$ cat config.mk
export PLATFORM = sky130hd
export DESIGN_NAME = gpio_event_logger
export DESIGN_NICKNAME = d
export VERILOG_FILES = /design/src/rtl/gpio_event_logger.sv
export SDC_FILE = /design/constraint.sdc
export NUM_CORES = 1
export LEC_CHECK = 0
export ABC_AREA = 1
export BUFFER_PORTS_ARGS = -buffer_cell sky130_fd_sc_hd__buf_2
export CAP_MARGIN = 20
export CORE_MARGIN = 3
export CORE_UTILIZATION = 40
export DETAILED_ROUTE_END_ITERATION = 10
export PLACE_DENSITY_LB_ADDON = 0.12
export RECOVER_POWER = 25
export SETUP_SLACK_MARGIN = 0.1
export SYNTH_ARGS = -nofsm -noshare
export SYNTH_HDL_FRONTEND = slang
export SYNTH_SLANG_ARGS = --single-unit
$ cat constraint.sdc
create_clock -name clk -period 6.9 [get_ports clk]
set_input_delay 0.345 -clock clk [delete_from_list [all_inputs] [get_ports clk]]
set_output_delay 0.345 -clock clk [all_outputs]
set_load 0.1 [all_outputs]
$ cat src/rtl/gpio_event_logger.sv
// rtl/gpio_event_logger.sv - timestamped GPIO change logger with round-robin capture into an FWFT FIFO
// Each port keeps a one-deep snapshot; repeated changes before capture coalesce and are counted as lost.
module gpio_event_logger #(
  parameter int NUM_PORTS = 3,
  parameter int PORT_W    = 8,
  parameter int IDX_W     = 3,
  parameter int TS_W      = 32,
  parameter int DEPTH     = 16,
  parameter int LVL_W     = 5
) (
  input  logic                        clk,
  input  logic                        rst_n,
  input  logic                        enable,
  input  logic                        clear,
  input  logic [NUM_PORTS-1:0]        watch_mask,
  input  logic [NUM_PORTS*PORT_W-1:0] port_out,
  input  logic [NUM_PORTS*PORT_W-1:0] port_dir,
  output logic                        ev_valid,
  input  logic                        ev_ready,
  output logic [IDX_W-1:0]            ev_port,
  output logic [PORT_W-1:0]           ev_data,
  output logic [PORT_W-1:0]           ev_dir,
  output logic [TS_W-1:0]             ev_time,
  output logic                        ev_lost,
  output logic [15:0]                 drop_count,
  output logic [LVL_W-1:0]            fifo_level
);
  localparam int AW = $clog2(DEPTH);
  localparam int EW = IDX_W + 2*PORT_W + TS_W + 1;
  localparam int CW = $clog2(NUM_PORTS + 1);

  logic [TS_W-1:0]   ts;
  logic [PORT_W-1:0] prev      [NUM_PORTS];
  logic [PORT_W-1:0] snap_data [NUM_PORTS];
  logic [PORT_W-1:0] snap_dir  [NUM_PORTS];
  logic [TS_W-1:0]   snap_ts   [NUM_PORTS];
  logic [NUM_PORTS-1:0] pending, lost, det;
  logic [IDX_W-1:0]  rr, grant_idx, hi_idx, lo_idx;
  logic              hi_found, lo_found, grant_found;
  logic [EW-1:0]     mem [DEPTH];
  logic [AW-1:0]     rd_ptr, wr_ptr;
  logic [LVL_W-1:0]  count, count_next;
  logic              pop, push, full, head_from_push;
  logic [EW-1:0]     push_entry, head_entry;
  logic [CW-1:0]     n_coal;
  logic [16:0]       drop_sum;

  assign fifo_level = count;
  assign full       = (count == LVL_W'(DEPTH));
  assign pop        = ev_valid && ev_ready;

  always_comb begin
    for (int p = 0; p < NUM_PORTS; p++)
      det[p] = enable && watch_mask[p] && (port_out[p*PORT_W +: PORT_W] != prev[p]);
  end

  // Reverse scan leaves the lowest matching index in each candidate.
  always_comb begin
    hi_found = 1'b0;
    lo_found = 1'b0;
    hi_idx   = '0;
    lo_idx   = '0;
    for (int p = NUM_PORTS - 1; p >= 0; p--) begin
      if (pending[p]) begin
        lo_found = 1'b1;
        lo_idx   = IDX_W'(p);
        if (IDX_W'(p) >= rr) begin
          hi_found = 1'b1;
          hi_idx   = IDX_W'(p);
        end
      end
    end
    grant_found = lo_found;
    grant_idx   = hi_found ? hi_idx : lo_idx;
  end

  assign push = grant_found && (!full || pop);

  always_comb begin
    push_entry = '0;
    n_coal     = '0;
    for (int p = 0; p < NUM_PORTS; p++) begin
      if (grant_idx == IDX_W'(p))
        push_entry = {IDX_W'(p), snap_data[p], snap_dir[p], snap_ts[p], lost[p]};
      if (det[p] && pending[p] && !(push && grant_idx == IDX_W'(p)))
        n_coal = n_coal + CW'(1);
    end
    drop_sum = {1'b0, drop_count} + 17'(n_coal);
  end

  always_comb begin
    count_next = count;
    if (push && !pop)
      count_next = count + LVL_W'(1);
    else if (!push && pop)
      count_next = count - LVL_W'(1);
    head_from_push = (count == '0) || (count == LVL_W'(1) && pop);
    head_entry     = head_from_push ? push_entry : mem[rd_ptr + AW'(pop)];
  end

  always_ff @(posedge clk) begin
    if (push && !clear)
      mem[wr_ptr] <= push_entry;
  end

  always_ff @(posedge clk or negedge rst_n) begin
    if (!rst_n) begin
      ts         <= '0;
      pending    <= '0;
      lost       <= '0;
      rr         <= '0;
      rd_ptr     <= '0;
      wr_ptr     <= '0;
      count      <= '0;
      drop_count <= '0;
      ev_valid   <= 1'b0;
      ev_port    <= '0;
      ev_data    <= '0;
      ev_dir     <= '0;
      ev_time    <= '0;
      ev_lost    <= 1'b0;
      for (int p = 0; p < NUM_PORTS; p++) begin
        prev[p]      <= '0;
        snap_data[p] <= '0;
        snap_dir[p]  <= '0;
        snap_ts[p]   <= '0;
      end
    end else begin
      ts <= ts + TS_W'(1);
      for (int p = 0; p < NUM_PORTS; p++)
        prev[p] <= port_out[p*PORT_W +: PORT_W];
      if (clear) begin
        ts         <= '0;
        pending    <= '0;
        lost       <= '0;
        rr         <= '0;
        rd_ptr     <= '0;
        wr_ptr     <= '0;
        count      <= '0;
        drop_count <= '0;
        ev_valid   <= 1'b0;
      end else begin
        // A detection on the push edge overrides the clear of that port's pending bit.
        for (int p = 0; p < NUM_PORTS; p++) begin
          if (push && grant_idx == IDX_W'(p)) begin
            pending[p] <= 1'b0;
            lost[p]    <= 1'b0;
          end
          if (det[p]) begin
            pending[p]   <= 1'b1;
            snap_data[p] <= port_out[p*PORT_W +: PORT_W];
            snap_dir[p]  <= port_dir[p*PORT_W +: PORT_W];
            snap_ts[p]   <= ts;
            if (pending[p] && !(push && grant_idx == IDX_W'(p)))
              lost[p] <= 1'b1;
          end
        end
        drop_count <= drop_sum[16] ? 16'hFFFF : drop_sum[15:0];
        if (push) begin
          wr_ptr <= wr_ptr + AW'(1);
          if (grant_idx == IDX_W'(NUM_PORTS - 1))
            rr <= '0;
          else
            rr <= grant_idx + IDX_W'(1);
        end
        if (pop)
          rd_ptr <= rd_ptr + AW'(1);
        count    <= count_next;
        ev_valid <= (count_next != '0);
        if (count_next != '0) begin
          ev_port <= head_entry[EW-1 -: IDX_W];
          ev_data <= head_entry[EW-1-IDX_W -: PORT_W];
          ev_dir  <= head_entry[EW-1-IDX_W-PORT_W -: PORT_W];
          ev_time <= head_entry[TS_W:1];
          ev_lost <= head_entry[0];
        end
      end
    end
  end
endmodule

==> flow_summary.rst, run 1 <==
.. list-table::
   :header-rows: 1

   * - Metric
     - Value
   * - Status
     - finished, violations left
   * - Failing checks
     - max-capacitance violations, max-slew violations
   * - Switching power
     - 5928 uW
   * - Routability cong.
     - between 0.8 and 0.9
   * - Post-cts repair resize count
     - 0
   * - Area growth, synth to finish
     - 13.41%
   * - Worst reg2reg endpoint
     - drop_count[11]
   * - Logic gate share of total power
     - 21.4%
   * - Full die area
     - ~120000 sq um
   * - Register bit total from synthesis
     - 1106
   * - Fill cell total of the finished layout
     - around 11000
   * - WL per Instance
     - 22.53 um
   * - Number of sinks handled by clock tree synthesis
     - ~1100
   * - Effective utilization at floorplan
     - 40.41%
   * - Clk pin slew, worst setup/hold paths
     - 0.06 ns
   * - Leakage power
     - slightly above 0.02 uW
   * - Summed area of non-filler cells in the final layout
     - 52540 sq um
   * - H-tree levels
     - 3
   * - Post-DP HPWL
     - 73.48 mm
   * - Total routed wirelength
     - 137.2 mm
   * - DIE WIDTH
     - approximately 350 um
   * - Number of cells traversed by the worst hold path
     - 5
   * - Yosys warning total
     - 0
   * - Peak ir drop on the vdd network
     - 0.2240 mV
   * - Insertion delay to the later sink of the worst-skew pair
     - 0.70 ns
   * - Number of global-route vias before repair
     - 31400
   * - Logic depth of the worst register-to-register path
     - 21
   * - Predominant post-synthesis flop cell
     - edfxtp_1
   * - # nets final
     - 4549
   * - Number of ports placed on the die boundary
     - 130
   * - Worst slew margin relative to its limit
     - -224.2%
   * - Placed inst area
     - roughly 48000 sq um
   * - Largest net degree at the start of global routing
     - 189
   * - Total grt overflow
     - 0
   * - Initial antenna violation count
     - 5
   * - Clock tree root driver cell
     - clkbuf_16
   * - Synthesized netlist cell count
     - 4370
   * - Maximum clock frequency
     - 0.1936 GHz
   * - Clock power frac
     - 35.1%
   * - Total of max-cap violations
     - 7
   * - Summed negative setup slack over all endpoints
     - 0 ns
   * - Cell-internal power
     - 11920 uW
   * - Commonest cells after routing, fill and taps aside
     - 1005 x nand2_1, 816 x edfxtp_1, 722 x nor2_1
   * - Maximum root-to-sink buffer count
     - 3
   * - Fin. Hold Viols
     - 0
   * - Worst Max-Slew Pin Slew
     - 4.863 ns
   * - Proportion of synthesized flip-flops having asynchronous set or reset
     - 26.22%
   * - Clock tree skew after final layout
     - 0.02755 ns
   * - Clock buffer count from CTS
     - approximately 120
   * - Final worst path period need
     - 5.165 ns
   * - CTS tree
     - yes
   * - Number of distinct library cell variants in the gate-level netlist after synthesis
     - 44
   * - Total setup violations reported at the end of the flow
     - 0
   * - Site row count
     - 124
   * - R2r setup slk
     - 1.73 ns
   * - Dpl ws
     - about 2.3 ns
   * - Detail Route Antenna Nets
     - 0
   * - Endpoint with the worst hold slack
     - lost[0]
   * - CP startpoint kind
     - register
   * - Final number of max-transition violations
     - 396
   * - Area taken by multi-input logic gates
     - roughly 13000 sq um
   * - Ratio of routed vias to standard cells
     - 5.302
   * - Share of final-layout standard cells stronger than drive strength 1
     - 6.530%
   * - Largest fanout of any net on the critical path
     - 35
   * - First-pass GRT wire length
     - 204.7 mm
   * - Startpoint of the most critical hold path
     - watch_mask[0]
   * - Combined global-route utilization of all metal layers
     - a little under a quarter
   * - Count of flip-flops with a built-in enable after synthesis
     - 816
   * - Remaining routing DRC violations
     - 0
   * - Fraction of power spent switching nets
     - ~33%
   * - Worst setup margin
     - 1.735 ns
   * - Sequential cell area fraction in the yosys report
     - 68.56%
   * - Synthesized netlist net count
     - about 4400
   * - Leading cell type in the layout, fill and taps excluded
     - nand2_1
   * - Setup repair after global routing missed its margin
     - no
   * - Pwr Density
     - 339.7 nW/um^2
   * - Number of diodes added for antenna fixing
     - 0
   * - I/O Buffers
     - 128
   * - Endpoint arrival time on the critical path
     - 5.79 ns
   * - Floorplan Core Area
     - 114700 sq um
   * - DRT iter0 DRCs
     - 2996
   * - Area of all sequential standard cells
     - ~32000 sq um
   * - Critical path capture point type
     - register
   * - Part of the power in registers
     - between 40% and 50%
   * - Worst setup path class
     - register to register
   * - Part of the cycle the worst path needs
     - around 75%
   * - First-pass DRT Iterations
     - 5
   * - Average cell area after synthesis
     - between 10 and 15 sq um
   * - Via count of the routed design
     - 32295
   * - Summed instance area of the synthesized netlist
     - 46330 sq um
   * - Height of the die
     - 346.3 um
   * - R2R Path Start
     - pending[1]
   * - Type of the most critical hold path
     - input port to register
   * - Required time of the worst setup path
     - 7.52 ns
==> cell type report <==
class	instances	share of cell area, %
inverter	134	1.003
multi-input combinational	2875	24.81
clock inverter	66	1.298
tap	1512	3.601
timing repair buffer	243	2.920
sequential	1106	60.45
clock buffer	155	5.920
==> cells in the mapped netlist (15+ instances only) <==
cell / n / share of area (%)
edfxtp_1: 816 / 53
o21ai_0: 389 / 4.2
nor3_1: 30 / 0.32
buf_1: 30 / 0.24
nand4_1: 19 / 0.26
dfrtp_1: 290 / 16
buf_4: 27 / 0.44
ha_1: 15 / 0.41
a21oi_1: 31 / 0.33
nand2_1: 1003 / 8.1
clkbuf_1: 127 / 1.0
buf_2: 67 / 0.72
inv_1: 119 / 0.96
nor2_1: 731 / 5.9
nand3_1: 392 / 4.2
xor2_1: 31 / 0.59
o211ai_1: 102 / 1.7
o21ai_1: 79 / 0.85
==> kinds of logic after synthesis <==
group	share of synthesized area [%]
XOR/XNOR	0.7914
buffers and inverters	3.622
flip-flops	68.56
other	0.008095
AO/OA/AOI/OAI	7.198
AND/OR/NAND/NOR	19.38
adder cells (fa/ha/maj)	0.4483
==> how the worst max path moves through the flow <==
stage / startpoint / to / cells after the start / slack (ns)
final: pending[1] / drop_count[11] / 21 / 1.73
after global routing: rst_n / snap_dir[13] / 2 / 0.97
after CTS: pending[0] / drop_count[11] / 20 / 2.25
after detailed placement: ev_ready / drop_count[11] / 19 / 2.26
after global placement: pending[0] / drop_count[11] / 20 / 2.36
after floorplan: fifo_level[0] / mem[11][0] / 7 / 0.87
==> what timing repair did <==
| action | in CTS | in global routing |
|---|---|---|
| buffers inserted | 0 | 0 |
| endpoints found under the hold margin | 164 | 0 |
| hold buffers | 49 | 0 |
| endpoints found under the setup margin | 0 | 0 |
==> per-layer routing <==
layer | GRT usage [%] | share of wire [%] | vias up
li1 | - | - | 15170
met1 | 32.48 | 46 | 16026
met2 | 36.35 | 46 | 908
met3 | 2.824 | 5.6 | 191
met4 | 5.762 | 2.2 | 0
met5 | 0 | 0 | -
==> registers in the layout, indices dropped and copies added, names as in the netlist <==
signal	flops
snap_dir	24
ts	32
snap_data	24
prev	24
rd_ptr	4
ev_lost	1
ev_dir	8
drop_count	16
ev_port	2
pending	3
snap_ts	96
ev_time	32
wr_ptr	4
ev_data	8
rr	3
lost	3
fifo_level	5
mem	816
ev_valid	1
==> power groups by stage <==
stage                     registers, uW  clock network (uW)  logic, uW
after CTS                          7760                6380       3900
after global placement             7900                   0       3870
after global routing               7800                6640       4160
final                              7760                6260       3830
after detailed placement           7900                   0       3880
after floorplan                    8960                   0       1710
==> worst max-delay path: stages (launching register included) <==
cell and delay [ns]:
dfrtp_1 0.47, nor2_1 0.32, nand2_1 0.11, nand2_2 0.08
buf_4 0.37, nand2_1 0.51, nand2_1 0.30, inv_4 0.20
nand2_2 0.13, nand4_1 0.16, ha_1 0.35, xnor2_1 0.17
ha_1 0.21, fa_1 0.22, nand3_1 0.12, nor3_1 0.32
nand3_1 0.18, nor3_1 0.41, inv_1 0.18, nand3_1 0.11
nand2_1 0.05, inv_1 0.07
==> per-stage QoR <==
stage / hold WS, ns / total power, uW / util [%] / cells
6_report: 0.2610 / 17850 / 45.82 / 6091
5_1_grt: 0.2754 / 18600 / 45.82 / 6091
4_1_cts: 0.1875 / 18050 / 45.99 / 6091
3_5_place_dp: 0.4541 / 11770 / 42.26 / 5821
3_3_place_gp: 0.4510 / 11770 / 42.26 / 5821
2_1_floorplan: 0.04941 / 10670 / - / 4370
(Power assumes the default switching activity.)
==> run 2, diff against run 1 <==
==> constraint.sdc (replaced) <==
create_clock -name clk -period 4.9 [get_ports clk]
set_input_delay 0.245 -clock clk [delete_from_list [all_inputs] [get_ports clk]]
set_output_delay 0.245 -clock clk [all_outputs]
set_load 0.1 [all_outputs]
==> flow_summary.rst, run 2 (synthesized netlist as in run 1, its figures left out) <==
.. list-table::
   :header-rows: 1

   * - Metric
     - Value
   * - Final number of max-transition violations
     - 352 (-11%)
   * - Peak ir drop on the vdd network
     - 0.3504 mV (+56%)
   * - Largest fanout of any net on the critical path
     - 49 (+40%)
   * - Status
     - finished, violations left
   * - Final std cells w/o fill
     - 6107 (+0.26%)
   * - Floorplan Core Area
     - 114700 sq um (unchanged)
   * - H-tree levels
     - 3 (unchanged)
   * - Clock tree root driver cell
     - clkbuf_16
   * - Fin. Hold Viols
     - 0 (unchanged)
   * - Registers with the highest flip-flop counts
     - mem (816), snap_ts (96)
   * - First-pass DRT Iterations
     - 6 (+1)
   * - Worst path cell trace
     - dlygate4sd3_1 -> clkbuf_1 -> inv_4 -> clkbuf_1 -> nand2_4 -> buf_12 -> nand2_1 -> nand2_1
   * - Initial antenna violation count
     - 1 (-4)
   * - Pwr Density
     - 472.6 nW/um^2 (+39%)
   * - Setup repair after global routing missed its margin
     - no
   * - Routability cong.
     - 0.8001 (-0.61%)
   * - Clock tree skew after final layout
     - 0.02438 ns (-0.003175 ns)
   * - Combined global-route utilization of all metal layers
     - 22.57% (about the same)
   * - Number of global-route vias before repair
     - 31533 (+0.42%)
   * - CTS tree
     - yes
   * - Leakage power
     - 0.02045 uW (+0.69%)
   * - Post-DP HPWL
     - 71.49 mm (-2.7%)
   * - I/O Buffers
     - 128 (unchanged)
   * - Total routed wirelength
     - 136.7 mm (-0.36%)
   * - Critical path capture point type
     - register
   * - Commonest cells after routing, fill and taps aside
     - 1005 x nand2_1, 816 x edfxtp_1, 723 x nor2_1
   * - Site row count
     - 124 (unchanged)
   * - Total setup violations reported at the end of the flow
     - 0 (unchanged)
   * - Placed inst area
     - 48820 sq um (+0.78%)
   * - Total power
     - 25010 uW (+40%)
   * - # nets final
     - 4563 (+0.31%)
   * - Insertion delay to the later sink of the worst-skew pair
     - 0.69 ns (about the same)
   * - Critical-path cell with the highest stage delay
     - clkbuf_1
   * - Detail Route Antenna Nets
     - 0 (unchanged)
   * - Remaining routing DRC violations
     - 0 (unchanged)
   * - Height of the die
     - 346.3 um (unchanged)
   * - Final worst path period need
     - 4.307 ns
   * - DRT iter0 DRCs
     - 2791 (-6.8%)
   * - Required time of the worst setup path
     - 5.45 ns (-2.07 ns)
   * - Share of final-layout standard cells stronger than drive strength 1
     - 6.594% (+0.064 points)
   * - Total of max-cap violations
     - 7 (unchanged)
   * - Worst setup path class
     - input port to register
   * - Worst Max-Slew Pin Slew
     - 4.043 ns (-0.8200 ns)
   * - Fill cell total of the finished layout
     - 10684 (-0.74%)
   * - Number of buffers added for setup after CTS
     - 0 (unchanged)
   * - Maximum root-to-sink buffer count
     - 3 (unchanged)
   * - WHS
     - 0.1788 ns (-0.08224 ns)
   * - Number of ports placed on the die boundary
     - 130 (unchanged)
   * - Summed area of non-filler cells in the final layout
     - 52920 sq um (+0.72%)
   * - Maximum clock frequency
     - between 0.2 and 0.25 GHz
   * - DIE WIDTH
     - 346.3 um (unchanged)
   * - Number of flip-flops under the largest register name
     - 816 (unchanged)
   * - Part of the cycle the worst path needs
     - 87.90%
   * - Effective utilization at floorplan
     - 40.41% (unchanged)
   * - Via count of the routed design
     - 32227 (-0.21%)
   * - Leading cell type in the layout, fill and taps excluded
     - nand2_1
   * - Clock buffer count from CTS
     - 118 (+0.85%)
   * - Worst stage delay on the critical path
     - 1.94 ns (+1.43 ns)
   * - First-pass GRT wire length
     - 204.8 mm (about the same)
   * - Area growth, synth to finish
     - 14.23%
   * - Ratio of routed vias to standard cells
     - 5.277 (-0.47%)
   * - Total grt overflow
     - 0 (unchanged)
   * - Endpoint arrival time on the critical path
     - 4.86 ns (-0.93 ns)
   * - Type of the most critical hold path
     - input port to register
   * - WL per Instance
     - 22.39 um (-0.63%)
   * - CP startpoint kind
     - input port
   * - Placed Cells
     - 5831 (+0.17%)
   * - Failing checks
     - max-capacitance violations, max-slew violations
   * - Worst slew margin relative to its limit
     - -169.5% (+55 points)
   * - Largest net degree at the start of global routing
     - 183 (-3.2%)
   * - Largest reg by FF count
     - mem
   * - Full die area
     - 119900 sq um (unchanged)
   * - Number of diodes added for antenna fixing
     - 0 (unchanged)
   * - Clk pin slew, worst setup/hold paths
     - 0.06 ns (about the same)
   * - Number of sinks handled by clock tree synthesis
     - 1106 (unchanged)
==> run 2: cell count changes in the layout (fill, tap and decap cells not counted), sizes merged <==
cell | previous run | this run
inv | 130 | 131
dlygate4sd3 | 49 | 50
clkinv | 52 | 54
clkbuf | 259 | 272
buf | 89 | 100
clkinvlp | 5 | 0
bufinv | 13 | 6
==> run 2: final timing paths <==
check / start / to / slack (ns) / depth (start not counted)
worst max-delay path: clear / ev_time[19] / 0.59 / 8
worst min-delay path: watch_mask[1] / lost[1] / 0.18 / 5
worst min register to register: ev_data[6] / ev_data[6] / 0.47 / 2
worst max register to register: fifo_level[0] / drop_count[14] / 0.70 / 19
max in group asynchronous: rst_n / ev_time[15] / 0.90 / 2
min in group asynchronous: rst_n / drop_count[9] / 1.73 / 2
==> run 2: critical path: cells and delay by family <==
family,cells,cell delay (ns)
buffers and inverters,5,3.96
and+or+nand+nor,3,0.56
==> run 2: what timing repair did <==
item,in CTS,in global routing
endpoints found under the hold margin,151,0
resized for setup,0,1
endpoints found under the setup margin,0,1
hold buffers,50,0
==> run 2: per-stage QoR <==
| step | setup WS, ns | util, % | setup TNS, ns |
|---|---|---|---|
| after floorplan | -1.128 | - | -230.02 |
| after global placement | 0.7738 | 42.57 | 0 |
| after detailed placement | 0.6974 | 42.58 | 0 |
| after CTS | 0.6582 | 46.28 | 0 |
| after global routing | 0.1160 | 46.16 | 0 |
| final | 0.5930 | 46.16 | 0 |
==> run 2: layout make-up <==
type,instances,area (sq um),share of cell area [%]
inverter,134,524.3,0.9906
tap,1512,1892,3.575
clock inverter,57,421.7,0.7968
timing repair buffer,256,1979,3.740
clock buffer,167,3311,6.256
sequential,1106,31760,60.02
multi-input combinational,2875,13030,24.63
==> run 2: report_power, final <==
part / internal, uW / total (uW) / switching (uW)
sequential: 10700 / 10900 / 234
combinational: 1050 / 5480 / 4430
clock: 4980 / 8640 / 3650
total: 16700 / 25000 / 8320
==> run 2: per-layer routing <==
metal	global-route usage, %	up-vias	share of wire [%]	wire, um
met5	0	-	0	0
met4	6.016	0	2.4	3349
met3	2.995	197	5.9	8072
met2	36.53	877	46	62990
met1	32.17	15967	46	62300
li1	-	15186	-	-
